===== config.mk =====
export PLATFORM = sky130hd
export DESIGN_NAME = s_term_loopback_ctrl
export DESIGN_NICKNAME = d
export VERILOG_FILES = /design/src/rtl/s_term_loopback_ctrl.sv
export SDC_FILE = /design/constraint.sdc
export NUM_CORES = 1
export LEC_CHECK = 0
export ABC_AREA = 1
export CAP_MARGIN = 25
export CORE_ASPECT_RATIO = 2
export CORE_MARGIN = 2
export CORE_UTILIZATION = 35
export CTS_CLUSTER_SIZE = 10
export DETAILED_ROUTE_END_ITERATION = 7
export PLACE_DENSITY = 0.67
export SLEW_MARGIN = 20
export SYNTH_ARGS = -nofsm -noshare
export SYNTH_HDL_FRONTEND = slang
export SYNTH_SLANG_ARGS = --single-unit
export TNS_END_PERCENT = 100

===== constraint.sdc =====
create_clock -name UserCLK -period 8 [get_ports UserCLK]
set_input_delay 2 -clock UserCLK [delete_from_list [all_inputs] [get_ports UserCLK]]
set_output_delay 2 -clock UserCLK [all_outputs]
set_load 0.02 [all_outputs]

===== src/rtl/s_term_loopback_ctrl.sv =====
// South-terminal loopback controller: mirrors the south fabric wires back north (combinational,
// registered, PRBS or parked), with a blanked mode-change handshake and a 16-bit input MISR.
module s_term_loopback_ctrl #(
  parameter int W1         = 4,
  parameter int W2         = 8,
  parameter int W4         = 16,
  parameter int SIG_WINDOW = 256
) (
  input  logic          UserCLK,
  input  logic          RESET,
  input  logic [W1-1:0] S1END,
  input  logic [W2-1:0] S2MID,
  input  logic [W2-1:0] S2END,
  input  logic [W4-1:0] S4END,
  input  logic [W4-1:0] SS4END,
  output logic [W1-1:0] N1BEG,
  output logic [W2-1:0] N2BEG,
  output logic [W2-1:0] N2BEGb,
  output logic [W4-1:0] N4BEG,
  output logic [W4-1:0] NN4BEG,
  input  logic [1:0]    mode_req,
  input  logic          mode_valid,
  output logic          mode_ack,
  output logic [1:0]    mode_cur,
  input  logic          sig_start,
  output logic          sig_busy,
  output logic          sig_valid,
  input  logic          sig_ack,
  output logic [15:0]   signature
);

  localparam int IN_W   = W1 + 2 * W2 + 2 * W4;
  localparam int NSLICE = (IN_W + 15) / 16;
  localparam int PAD_W  = NSLICE * 16;

  localparam logic [1:0] ST_ACTIVE = 2'd0;
  localparam logic [1:0] ST_BLANK  = 2'd1;
  localparam logic [1:0] ST_COMMIT = 2'd2;

  localparam logic [1:0] MODE_COMB = 2'd0;
  localparam logic [1:0] MODE_REG  = 2'd1;
  localparam logic [1:0] MODE_PRBS = 2'd2;
  localparam logic [1:0] MODE_PARK = 2'd3;

  localparam logic [15:0] LFSR_SEED = 16'hACE1;
  localparam logic [15:0] SIG_LAST  = 16'(SIG_WINDOW - 1);

  // x^16+x^14+x^13+x^11+1, right-shifting Fibonacci form; shared by PRBS and MISR
  function automatic logic [15:0] lfsr_step(input logic [15:0] v);
    return {v[0] ^ v[2] ^ v[3] ^ v[5], v[15:1]};
  endfunction

  function automatic logic [15:0] fold16(input logic [PAD_W-1:0] v);
    logic [15:0] acc;
    acc = 16'h0000;
    for (int s = 0; s < NSLICE; s++) begin
      acc = acc ^ v[s*16 +: 16];
    end
    return acc;
  endfunction

  logic [1:0]      state_q, state_d;
  logic [1:0]      mode_lat_q, mode_lat_d;
  logic [1:0]      mode_cur_q, mode_cur_d;
  logic            mode_ack_q, mode_ack_d;
  logic [IN_W-1:0] pipe_q, pipe_d;
  logic [15:0]     lfsr_q, lfsr_d;

  logic            busy_q, busy_d;
  logic            valid_q, valid_d;
  logic [15:0]     misr_q, misr_d;
  logic [15:0]     cnt_q, cnt_d;
  logic [15:0]     sig_q, sig_d;

  logic [W1-1:0]    rev_n1_s;
  logic [W2-1:0]    rev_n2_s;
  logic [W2-1:0]    rev_n2b_s;
  logic [W4-1:0]    rev_n4_s;
  logic [W4-1:0]    rev_nn4_s;
  logic [IN_W-1:0]  rev_all_s;
  logic [IN_W-1:0]  prbs_s;
  logic [IN_W-1:0]  out_bus_s;
  logic [PAD_W-1:0] in_pad_s;
  logic [15:0]      misr_next_s;

  // Bit-reversed loopback of each south bus onto its north partner
  always_comb begin
    rev_n1_s  = {W1{1'b0}};
    rev_n2_s  = {W2{1'b0}};
    rev_n2b_s = {W2{1'b0}};
    rev_n4_s  = {W4{1'b0}};
    rev_nn4_s = {W4{1'b0}};
    for (int i = 0; i < W1; i++) rev_n1_s[i] = S1END[W1-1-i];
    for (int i = 0; i < W2; i++) begin
      rev_n2_s[i]  = S2MID[W2-1-i];
      rev_n2b_s[i] = S2END[W2-1-i];
    end
    for (int i = 0; i < W4; i++) begin
      rev_n4_s[i]  = S4END[W4-1-i];
      rev_nn4_s[i] = SS4END[W4-1-i];
    end
  end

  assign rev_all_s = {rev_nn4_s, rev_n4_s, rev_n2b_s, rev_n2_s, rev_n1_s};
  assign in_pad_s  = PAD_W'({SS4END, S4END, S2END, S2MID, S1END});

  // PRBS pattern repeats the 16-bit LFSR state across the whole north bus
  always_comb begin
    prbs_s = {IN_W{1'b0}};
    for (int k = 0; k < IN_W; k++) prbs_s[k] = lfsr_q[k % 16];
  end

  // North bus mux; forced quiet outside ACTIVE so a mode switch never glitches the fabric
  always_comb begin
    out_bus_s = {IN_W{1'b0}};
    if (state_q == ST_ACTIVE) begin
      case (mode_cur_q)
        MODE_COMB: out_bus_s = rev_all_s;
        MODE_REG:  out_bus_s = pipe_q;
        MODE_PRBS: out_bus_s = prbs_s;
        MODE_PARK: out_bus_s = {IN_W{1'b0}};
        default:   out_bus_s = {IN_W{1'b0}};
      endcase
    end else begin
      out_bus_s = {IN_W{1'b0}};
    end
  end

  assign N1BEG  = out_bus_s[0 +: W1];
  assign N2BEG  = out_bus_s[W1 +: W2];
  assign N2BEGb = out_bus_s[W1 + W2 +: W2];
  assign N4BEG  = out_bus_s[W1 + 2 * W2 +: W4];
  assign NN4BEG = out_bus_s[W1 + 2 * W2 + W4 +: W4];

  // Mode handshake: ACTIVE -> BLANK -> COMMIT -> ACTIVE; requests only accepted in ACTIVE
  always_comb begin
    state_d    = state_q;
    mode_lat_d = mode_lat_q;
    mode_cur_d = mode_cur_q;
    mode_ack_d = 1'b0;
    case (state_q)
      ST_ACTIVE: begin
        if (mode_valid) begin
          state_d    = ST_BLANK;
          mode_lat_d = mode_req;
        end else begin
          state_d = ST_ACTIVE;
        end
      end
      ST_BLANK: begin
        state_d    = ST_COMMIT;
        mode_cur_d = mode_lat_q;
        mode_ack_d = 1'b1;
      end
      ST_COMMIT: state_d = ST_ACTIVE;
      default:   state_d = ST_ACTIVE;
    endcase
  end

  // Pipeline stays empty through BLANK/COMMIT so stale data never leaks into the new mode
  always_comb begin
    pipe_d = {IN_W{1'b0}};
    if (state_q == ST_ACTIVE) begin
      pipe_d = rev_all_s;
    end else begin
      pipe_d = {IN_W{1'b0}};
    end
    lfsr_d = lfsr_step(lfsr_q);
    if ((state_q == ST_COMMIT) && (mode_cur_q == MODE_PRBS)) begin
      lfsr_d = LFSR_SEED;
    end else begin
      lfsr_d = lfsr_step(lfsr_q);
    end
  end

  // Mode, loopback pipeline and PRBS state
  always_ff @(posedge UserCLK or posedge RESET) begin
    if (RESET) begin
      state_q    <= ST_ACTIVE;
      mode_lat_q <= MODE_PARK;
      mode_cur_q <= MODE_PARK;
      mode_ack_q <= 1'b0;
      pipe_q     <= {IN_W{1'b0}};
      lfsr_q     <= LFSR_SEED;
    end else begin
      state_q    <= state_d;
      mode_lat_q <= mode_lat_d;
      mode_cur_q <= mode_cur_d;
      mode_ack_q <= mode_ack_d;
      pipe_q     <= pipe_d;
      lfsr_q     <= lfsr_d;
    end
  end

  assign mode_cur = mode_cur_q;
  assign mode_ack = mode_ack_q;

  assign misr_next_s = lfsr_step(misr_q) ^ fold16(in_pad_s);

  // Signature window: idle -> busy for SIG_WINDOW compressions -> valid until acknowledged
  always_comb begin
    busy_d  = busy_q;
    valid_d = valid_q;
    misr_d  = misr_q;
    cnt_d   = cnt_q;
    sig_d   = sig_q;
    if (busy_q) begin
      misr_d = misr_next_s;
      if (cnt_q == SIG_LAST) begin
        busy_d  = 1'b0;
        valid_d = 1'b1;
        sig_d   = misr_next_s;
      end else begin
        cnt_d = cnt_q + 16'd1;
      end
    end else if (valid_q) begin
      if (sig_ack) begin
        valid_d = 1'b0;
      end else begin
        valid_d = 1'b1;
      end
    end else if (sig_start) begin
      misr_d = 16'h0000;
      cnt_d  = 16'h0000;
      busy_d = 1'b1;
    end else begin
      busy_d = 1'b0;
    end
  end

  // Signature registers
  always_ff @(posedge UserCLK or posedge RESET) begin
    if (RESET) begin
      busy_q  <= 1'b0;
      valid_q <= 1'b0;
      misr_q  <= 16'h0000;
      cnt_q   <= 16'h0000;
      sig_q   <= 16'h0000;
    end else begin
      busy_q  <= busy_d;
      valid_q <= valid_d;
      misr_q  <= misr_d;
      cnt_q   <= cnt_d;
      sig_q   <= sig_d;
    end
  end

  assign sig_busy  = busy_q;
  assign sig_valid = valid_q;
  assign signature = sig_q;

endmodule

Word-level counts from Yosys, hierarchy flattened
Index checks and enable logic that the tools add are counted.

Bits in registers: 125. Bits of input ports: 59. Output and inout port bits: 73. Word-level logic and storage cells: 59.

Add/subtract/negate cells: 1. Equal/unequal tests: 9. Multiplexer cells: 20. Bitwise logic cells: 10. Reductions and logical operators: 8.

Operators with widths (number): $pmux W52 S4 (1); $mux W52 (2); $mux W16 (6); $xor A16 B16 Y16 (3); $add A16 B1 Y16 const B (1); $eq A16 B8 Y1 const B (1); $xor A16 B4 Y16 (1); $mux W1 (10); $eq A2 B2 Y1 const B (3); $reduce_and A2 Y1 (3); $xor A1 B1 Y1 (6); $eq A2 B1 Y1 const B (2); $logic_not A2 Y1 (2); $ne A2 B2 Y1 const B (2); $pmux W2 S2 (1); $reduce_and A3 Y1 (1); $ne A2 B1 Y1 const B (1); $reduce_bool A2 Y1 (1); $logic_and A1 B1 Y1 (1).

Longest topological paths before layout
Gate-level depths: netlist (run 1).

Word-level depth: 5. Depth in mapped cells: 10. Depth with buffers taken out: 9.

Worst setup path after synthesis (run 1)
OpenSTA, ideal clock, no wires.

Kind: in2out. Start: in S4END[11]. End: out N4BEG[4]. Data arrival time: 2.414 ns. Required time: 6.000 ns. Slack: 3.586 ns. Stages on the path: 4. Path buffers: 0. Cell sequence: inv_1 > o211ai_1 > nand2_1 > inv_1.

Longest elaborated chain between the ends: 2.

Ends and longest elaborated chain: start, declared (RTL line 14) `input logic [W4-1:0] S4END,`; $pmux W52 S4 (RTL line 117) `case (mode_cur_q)`; $mux W52 (RTL line 116) `if (state_q == ST_ACTIVE) begin`; end, declared (RTL line 19) `output logic [W4-1:0] N4BEG,`.

Every way passes these cells.

Worst setup path after layout (run 1)
Start: in S2END[2]. End: out N2BEGb[5].

Longest elaborated chain between the ends: 2.

Ends and longest elaborated chain: start, declared (RTL line 13) `input logic [W2-1:0] S2END,`; $pmux W52 S4 (RTL line 117); $mux W52 (RTL line 116); end, declared (RTL line 18) `output logic [W2-1:0] N2BEGb,`.

Every way passes these cells.

==> results of run 1 <==
## power by group through the flow
stage                     sequential [uW]  combinational [uW]  clock [uW]
final                                 911                1230         862
after global routing                  927                1350         899
after CTS                             908                1230         871
after detailed placement              918                1230           0
after global placement                912                1210           0
after floorplan                       898                 774           0
## layer usage
| metal | part of all wire | GRT usage |
|---|---|---|
| met1 | 0.35 | 0.219 |
| met2 | 0.56 | 0.388 |
| met3 | 0.040 | 0.0330 |
| met4 | 0.046 | 0.107 |
| met5 | 0 | 0 |
## registers in the layout, summed over array words and instances, names as in the netlist
name / flops
pipe_q: 52
cnt_q: 16
lfsr_q: 16
misr_q: 16
signature: 16
mode_cur: 2
mode_lat_q: 2
mode_ack: 1
sig_busy: 1
sig_valid: 1
state_q: 1
## critical path, delay by kind of cell
kind                   cells  cell delay (ps)
buffers and inverters      4             1520
AO/OA/AOI/OAI              2              310
## area by class of cell
type,count,area [um2]
Multi-Input combinational cell,590,2820
Clock buffer,21,470
Clock inverter,11,189
Tap cell,255,319
Inverter,143,541
Timing Repair Buffer,140,1400
Sequential cell,124,3120
Fill cell,1799,9890
## cells by family after synthesis
family          Yosys count  share of synthesized area
fa+ha+maj                 1                    0.00188
buf+inv                 180                      0.107
xor+xnor                 39                     0.0514
flops                   124                      0.469
compound gates           70                     0.0693
simple gates            480                      0.301
## placed cells by master (no fill, tap or decap), types with 6 or more instances in the layout
master           instances
a31oi_1                  6
nand4_1                  6
xnor2_1                 27
nor2_1                  95
o21ai_0                 19
o211ai_1                38
nand2_1                272
dfstp_2                 12
nand3_1                 83
clkdlybuf4s50_1        131
xor2_1                  12
buf_4                    8
dfrtp_1                112
inv_1                  138
or2_2                    9
clkbuf_16               17
## through the flow
stage	area, um2	utilization	hold slack (ps)	total power (uW)
floorplan	6640	-	440	1670
global placement	8170	0.436	455	2120
detailed placement	8170	0.436	457	2140
CTS	8830	0.471	470	3010
global route	8860	0.472	481	3180
finish	8860	0.472	468	3000
## how the worst max path moves through the flow
stage,from,to,slack [ps]
4_1_cts,S2END[2],N2BEGb[5],2210
3_5_place_dp,S2END[2],N2BEGb[5],2270
6_report,S2END[2],N2BEGb[5],2170
3_3_place_gp,S2END[2],N2BEGb[5],2250
5_1_grt,S2END[2],N2BEGb[5],2180
2_1_floorplan,RESET,cnt_q[0],2720
==> flow_metrics.tcl, run 1 <==
set metrics [dict create \
    outcome "finished clean" \
    max_freq_ghz 0.172 \
    min_to "mode_lat_q[1]" \
    yosys_warnings 0 \
    end_kind "primary output" \
    die_w_um 101 \
    synthFlopType "dfrtp_1" \
    startpoint_type "primary input" \
    numCtsBuffers 17 \
    synth_top_area_cell "dfrtp_1" \
    syn_inst 894 \
    reg2reg_to "lfsr_q[11]" \
    postCtsSetupBuffers 0 \
    layoutNonFillerInstCount 1284 \
    dieArea_um2 20200 \
    p_int_uw 1850 \
    clockPowerShare 0.287 \
    area_growth_pct 33.3 \
    clockBufferDepth 2 \
    rr_startpoint "mode_cur[1]" \
    synth_nets 954 \
    dp_slack_ps 2270 \
    cts.sinks 124 \
    cts_root_buffer "clkbuf_16" \
    ant_nets 0 \
    drcViolationCount 0 \
    yosysTopAreaCellShare 0.422 \
    initial_core_util 0.354 \
    ys_ff_latch 124 \
    ir_drop_mv 0.186 \
    tritoncts "done" \
    crit_fanout 2 \
    nets 1076 \
    drv_cap 0 \
    hpwl_mm 15.2 \
    grt_max_degree 77 \
    min-delay-path-class "reg2reg" \
    max_stage_delay_ps 640 \
    worstHoldStart "mode_lat_q[1]" \
    ys_seq_area_frac 0.469 \
    seqPwrFrac 0.303 \
    setup-tns-final_ps 0 \
    setup_viol 0 \
    place_inst 1251 \
    slowest_stage "clkdlybuf4s50_1" \
    die_y_um 199 \
    wirelength_mm 20.8 \
    yosys-top-cells-count "nand2_1 (272), inv_1 (139), dfrtp_1 (112), nor2_1 (96), nand3_1 (83)" \
    rows 71 \
    critPathRequiredTime_ps 6000 \
    core_area_um2 18700 \
    cellPowerDensity_nw_per_um2 339 \
    worstPathArrival_ps 3830 \
    reg2reg_setup_slack_ps 5530 \
    grt_overflow 0 \
    report.final.hold_viol_count 0 \
    finalClockSkew_ps 9.98 \
    drive_gt1_frac 0.0719 \
    clkTransAtPathRegs_ps 60 \
    cts-resized-gates 0 \
    async_flop_share 1.00 \
    viasPerCell 4.83 \
    yosysMostFrequentCell "nand2_1" \
    n_antenna_cell 0 \
    synth_edf_count 0 \
    clkLatencyLatePin_ps 410 \
    yosysUniqueCellTypes 31 \
    hold-path-cell-count 2 \
    fin_ws_ps 2170 \
    slew_viol_final 0 \
    pin_count 132 \
    routabilityCongestion 0.874 \
    p_comb_frac 0.410 \
    sw_frac_of_total 0.384 \
    antenna_found_initial 0 \
    rsz0062_at_grt "false" \
    port_buffers 131 \
    avgRoutedWirePerCell_um 16.2 \
    ys_top_cells_by_area "dfrtp_1 (42%), nand2_1 (15%), inv_1 (7.9%), nand3_1 (6.3%), nor2_1 (5.4%)" \
    tightestPinTransition_ps 670 \
    syn_avg_cell_area_um2 7.43 \
    path_class "in2out" \
    cts_hold_buf 0 \
    dr.first_iter.drc_count 306 \
    ff2ff_path_depth 6 \
    num_vias 6208 \
    slew_headroom 0.553 \
    first_pass_iters 5 \
    grt_pass1_wl_mm 31.4 \
    grt_pass1_vias 5934 \
    finalCritPeriodShare 0.729 \
    fin_crit_ps 5830 \
    p_sw_uw 1150 \
    path_cells "clkdlybuf4s50_1 > inv_1 > o22ai_1 > o21ai_0 > inv_1 > clkdlybuf4s50_1" \
    synthesis.area_um2 6640 \
    htreeDepth 4 \
    track_usage 0.208 \
    p_leak_uw 0.00445 \
]
Note: power is estimated with default switching activity, not from simulation.
==> inputs of run 2 (changes only) <==
PLACE_DENSITY = 0.69   (was 0.67)
clock period = 5.2 ns   (was 8 ns; I/O delays follow)
==> flow_metrics.tcl, run 2 (synthesis gave the netlist of run 1 again) <==
set metrics [dict create \
    cts_hold_buf 0 \
    slew_viol_final 0 \
    min-delay-path-class "reg2reg" \
    pin_count 132 \
    critPathRequiredTime_ps 3900 \
    startpoint_type "primary input" \
    num_vias 6147 \
    core_area_um2 18700 \
    layoutNonFillerInstCount 1285 \
    final_common_cell "nand2_1" \
    worstPathArrival_ps 3080 \
    crit_fanout 2 \
    grt_pass1_wl_mm 32.0 \
    area_growth_pct 32.2 \
    die_y_um 199 \
    end_kind "primary output" \
    clkTransAtPathRegs_ps 60 \
    track_usage 0.212 \
    worstHoldStart "lfsr_q[14]" \
    drive_gt1_frac 0.0719 \
    tightestPinTransition_ps 897 \
    path_class "in2out" \
    clkLatencyLatePin_ps 410 \
    cp-startpoint "S2END[1]" \
    finalPower_uw 4490 \
    cts_root_buffer "clkbuf_16" \
    rr_startpoint "cnt_q[0]" \
    path_cells "clkdlybuf4s50_1 > inv_1 > o22ai_1 > o21ai_0 > inv_1 > clkdlybuf4s50_1" \
    htreeDepth 4 \
    report.final.hold_viol_count 0 \
    rows 71 \
    postCtsSetupBuffers 0 \
    top_register "pipe_q" \
    dr.first_iter.drc_count 334 \
    avgRoutedWirePerCell_um 16.2 \
    dieArea_um2 20200 \
    initial_core_util 0.354 \
    tritoncts "done" \
    drv_cap 0 \
    max_freq_ghz 0.228 \
    hpwl_mm 15.4 \
    finalCritPeriodShare 0.842 \
    grt_max_degree 66 \
    cts.sinks 124 \
    dp_slack_ps 861 \
    ant_nets 0 \
    ir_drop_mv 0.230 \
    wirelength_mm 20.8 \
    place_inst 1253 \
    fin_ws_ps 819 \
    mostFrequentLayoutCells "nand2_1 (272), inv_1 (138), clkdlybuf4s50_1 (131)" \
    clockBufferDepth 2 \
    cellPowerDensity_nw_per_um2 512 \
    grt_overflow 0 \
    max_stage_delay_ps 650 \
    cts-resized-gates 0 \
    port_buffers 131 \
    setup-tns-final_ps 0 \
    grt_pass1_vias 6089 \
    outcome "finished clean" \
    die_w_um 101 \
    antenna_found_initial 1 \
    viasPerCell 4.78 \
    largest_reg_flops 52 \
    p_leak_uw 0.00440 \
    slew_headroom 0.401 \
    numCtsBuffers 17 \
    finalClockSkew_ps 7.07 \
    fin_crit_ps 4380 \
    setup_viol 0 \
    routabilityCongestion 0.896 \
    first_pass_iters 5 \
    rsz0062_at_grt "false" \
    drcViolationCount 0 \
    slowest_stage "clkdlybuf4s50_1" \
    nets 1077 \
]
## run 2: final cells by class
class                   count  area [um2]
fillers                  1842        9960
flip-flops and latches    124        3120
multi-input cells         590        2820
repair buffers            141        1400
inverters                 143         541
clock buffers              21         470
well taps                 255         319
clock inverters            10         116
diodes                      1        2.50
## run 2: layer usage
metal | wire length [um] | track usage
met3 | 812 | 0.0383
met2 | 11400 | 0.383
met4 | 1230 | 0.128
met5 | 0 | 0
met1 | 7370 | 0.221
## run 2: power breakdown
group,internal (uW),switching (uW)
Combinational,741,1150
Clock,739,438
Sequential,1230,195
## run 2: worst max-delay path: cells and delay by family
kind                   cells  cell delay (ps)
AOI/OAI and AO/OA          2              300
buffers and inverters      4             1480
## run 2: per-stage QoR
stage	util	hold slack (ps)	area (um2)
3_5_place_dp	0.437	465	8190
6_report	0.468	471	8780
5_1_grt	0.468	493	8780
2_1_floorplan	-	440	6640
3_3_place_gp	0.437	452	8190
4_1_cts	0.468	475	8780
## run 2: path summary, 6_finish.rpt
check / cells after the start / slack [ps] / end
worst max-delay path: 6 / 820 / N2BEGb[6]
worst min-delay path: 1 / 470 / lfsr_q[13]
worst max register to register: 9 / 3170 / cnt_q[7]
worst min register to register: 1 / 470 / lfsr_q[13]
max in group asynchronous: 3 / 2960 / lfsr_q[11]
min in group asynchronous: 2 / 1380 / signature[4]
==> patch 1 (settings of run 2) <==
Set the parameter `W1` to 5 (it was 4).
--- a/src/rtl/s_term_loopback_ctrl.sv
+++ b/src/rtl/s_term_loopback_ctrl.sv
@@ -3,3 +3,3 @@
 module s_term_loopback_ctrl #(
-  parameter int W1         = 4,
+  parameter int W1         = 5,
   parameter int W2         = 8,
Interface: changed (resized N1BEG and S1END); port bits go from 132 to 134. The function was not compared with the original's and may differ.
==> patch 1 against run 2 <==
  * Sequential cell count is 1 higher
  * Synthesized area is 1.3% higher
  * Wire length increased by 2.4%
  * Hold slack got worse by 0.0050 ns
  * Global-route usage up 0.15 points
  * Setup slack gained 0.083 ns
  * Design area rose by 1.8%
  * Total power up 3.2%
  * Core utilization is 0.62 points higher
  * Critical path type unchanged
  * Largest power group unchanged
==> patch 1: results (changes against run 2) <==
** Detailed routing
- Met3 wire length :: 851 microns (+4.8%)
- The count of routing violations after the opening detailed-route iteration came to 325 (-2.7%).
- Met1 layer wirelength in the final routing :: 7.39 mm (+0.38%)
- The detailed-router iteration count before antenna repair was 6 (+1).
- The total via count in the routed design is 6389 (+3.9%).

** Yosys
- Ranked by total cell area, the synthesized netlist is headed by dfrtp_1 42%, nand2_1 16%, inv_1 7.9%.
- The unique cell type count in the Yosys netlist came to 29 (-6.5%).
- Sorting the synthesized cells by how often they occur yields 285 x nand2_1, 141 x inv_1, 113 x dfrtp_1.
- The area share of xor/xnor cells in the synthesized design came to 4.95% (-0.20 points).
- The adder and majority gate portion of the synthesized area came to 0.186% (-0.0024 points).
- Total nets after synthesis :: 968 (+1.5%)
- Share of synthesized area occupied by flip-flops and latches :: 46.7% (-0.23 points)
- Compound-cell area share of the yosys netlist :: 6.71% (-0.22 points)

** Layout
- Number of inserted filler cells in the final layout :: 1892 (+2.7%)
- The relative area of non-clock buffer cells in the final design came to 15.9% (-0.059 points).
- The combined area of the multi-input logic cells is 2880 sq um (+2.3%).
- Largest register FFs :: 53 (+1.9%)
- Register cell area after layout :: 3140 sq um (+0.80%)
- The layout cell share with drive strength beyond 1 came to 7.27% (+0.081 points).
- The number of multi-input combinational cells in the layout is 601 (+1.9%).
- The layout net count is 1093 (+1.5%).
- The number of clock-tree buffers in the layout came to 19 (-9.5%).
- The share of final layout cell area taken by clock buffers and inverters is 7.08% (+0.40 points).

** Power
- The maximum vdd ir drop is 0.000263 V (+14%).
- P_leak :: 4.50 nW (+2.2%)
- The relative contribution of sequential cells to total power was 30.9% (-0.8 points).
- The switching part of the total is 39.4% (-0.28 points).

** Worst setup path
- The data arrival at the endpoint of the critical path is 3.00 ns (-0.08 ns).
- The delay contributed by the slowest stage of the critical path came to 0.60 ns (-0.05 ns).

** Global routing
- The global routing usage on met1 is 21.8% (-0.34 points).
- The pin count of the biggest net entering global routing is 71 (+7.6%).
- The first-pass GRT wire length came to 32.9 mm (+2.7%).
- Number of global-route vias before repair :: 6328 (+3.9%)
- GRT met2 Usage :: 39.3% (+0.97 points)
- The total routing usage reported by global routing is 21.3% (+0.15 points).
- The global routing usage on met3 is 2.79% (-1.0 points).

** Placement
- The total of buffers placed on input and output ports is 133 (+1.5%).
- The total half-perimeter wirelength after legalization and detailed placement is 15.7 mm (+1.8%).

** Outcome
- The flow ran to the end, and the final reports show no timing, DRC or antenna violations.

** Timing
- Final worst clock skew :: 0.0122 ns (+0.00509 ns)
- The relative max-transition margin came to 51.7% (+12 points).
[patch 1: metrics by stage]
step	hold WS [ns]	total power [mW]	cells	area, sq um	worst slack (ns)
floorplan	0.440	2.61	907	6730	0.592
global placement	0.448	3.35	1268	8300	0.877
detailed placement	0.452	3.36	1268	8300	0.892
CTS	0.466	4.66	1300	8940	0.890
global route	0.479	4.90	1301	8940	0.867
finish	0.466	4.64	1301	8940	0.903
[patch 1: path summary, 6_finish.rpt]
check	startpoint	end	cells past startpoint
max in group asynchronous	RESET	lfsr_q[10]	3
worst min-delay path	lfsr_q[8]	lfsr_q[7]	1
min in group asynchronous	RESET	signature[8]	2
worst max register to register	sig_busy	cnt_q[7]	9
worst max-delay path	S2MID[7]	N2BEG[0]	6
worst min register to register	lfsr_q[8]	lfsr_q[7]	1
==> patch 2 (flow settings as in run 2) <==
Made on the original files. `misr_q` no longer has a reset.
--- a/src/rtl/s_term_loopback_ctrl.sv
+++ b/src/rtl/s_term_loopback_ctrl.sv
@@ -235,3 +235,2 @@
       valid_q <= 1'b0;
-      misr_q  <= 16'h0000;
       cnt_q   <= 16'h0000;
@@ -241,3 +240,2 @@
       valid_q <= valid_d;
-      misr_q  <= misr_d;
       cnt_q   <= cnt_d;
@@ -245,2 +243,6 @@
     end
+  end
+
+  always_ff @(posedge UserCLK) begin
+    misr_q <= misr_d;
   end
Check against the original RTL: same outputs for any inputs over 10 cycles, from zero or initial values and one cycle with RESET high; that may be too few to reach the edited logic, so the function may still have changed.
==> patch 2 against run 2 <==
  * Setup slack better by 0.13 ns
  * Wire length decreased by 4.6%
  * Largest power group unchanged
  * Synthesized area increased by 1.5%
  * Fmax grew 3.1%
  * Design area is 0.87% higher
  * Total power fell by 9.4%
  * Clock power down 6%
  * Sequential cell count unchanged
  * Cell count down 0.86%
==> patch 2: results (changes against run 2) <==
** Global routing
- Number of global-route vias before repair :: 5975 (-1.9%)
- The first-pass GRT wire length was 30.9 mm (-3.5%).
- Pin count of the biggest net entering global routing :: 82 (+24%)
- GRT met2 Usage :: 36.1% (-2.2 points)

** Detailed routing
- Average routed wire per standard cell :: 15.5 microns (-3.8%)
- Average vias per placed instance :: 4.78 (-0.17%)

** Layout
- Clock buffer count :: 18 (-14%)
- Buffer count excluding the clock tree in the final layout :: 140 (-0.71%)
- The share of final layout cell area taken by clock buffers and inverters came to 6.34% (-0.34 points).
- Number of multi-input logic gates :: 586 (-0.68%)
- Final core utilization :: 47.0% (+0.18 points)
- Multi-input gate share of the layout cell area :: 32.4% (+0.32 points)

** Worst setup path
- Signal arrival time at the worst endpoint :: 2.95 ns (-0.13 ns)
- Startpoint of the worst-slack reg-to-reg timing path :: sig_busy
- The biggest fanout along the worst timing path was 3 (+1).
- In this run the worst setup path begins at S1END[1].

** Placement
- The final RePlAce weighted congestion was 0.897 (+0.18%).
- Setup slack at placement :: 0.976 ns (+0.115 ns)

** Power
- The internal portion of total power is 2.52 mW (-7.1%).
- The relative contribution of sequential cells to total power is 32.2% (+0.5 points).
- P_leak :: 4.34 nW (-1.3%)
- The maximum vdd ir drop was 0.000302 V (+31%).

** Yosys
- The synthesized netlist net count is 943 (-1.2%).
- In the post-synthesis netlist, the biggest area contributors are dfrtp_1 36%, nand2_1 13%, edfxtp_1 7.1%.

** Outcome
- Run status :: complete, no violations

** Timing
- The worst-case hold slack came to 0.467 ns (-0.00346 ns).
- The setup slack after layout came to 0.951 ns (+0.132 ns).

** Die
- The standard cell core area was 18800 sq um (+0.47%).
-- patch 2: changes by cell type in the layout (fill, tap and decap cells not counted), moves of 4 or more --
cell / change
inv_2: +6
xor2_1: -11
inv_1: -12
nand3_1: +10
edfxtp_1: +16
nand2_1: -40
a21oi_1: +13
nand2b_1: +22
o21bai_1: +5
inv_6: +4
dfrtp_1: -16
-- patch 2: kinds of logic (layout without fill, tap and decap cells) --
group           Yosys count  count (layout)  synth area share (%)
compound gates           86              86                  8.22
xor+xnor                 28              28                  3.64
buf+inv                 173             308                  10.1
flops                   124             124                  47.4
fa+ha+maj                 1               1                 0.185
simple gates            471             471                  30.4
other cells               0               1                     0
-- patch 2: metal layers --
metal,up-vias,part of all wire [%]
met2,188,55
met3,45,4.5
li1,3006,-
met1,2845,36
met4,0,4.9
met5,-,0
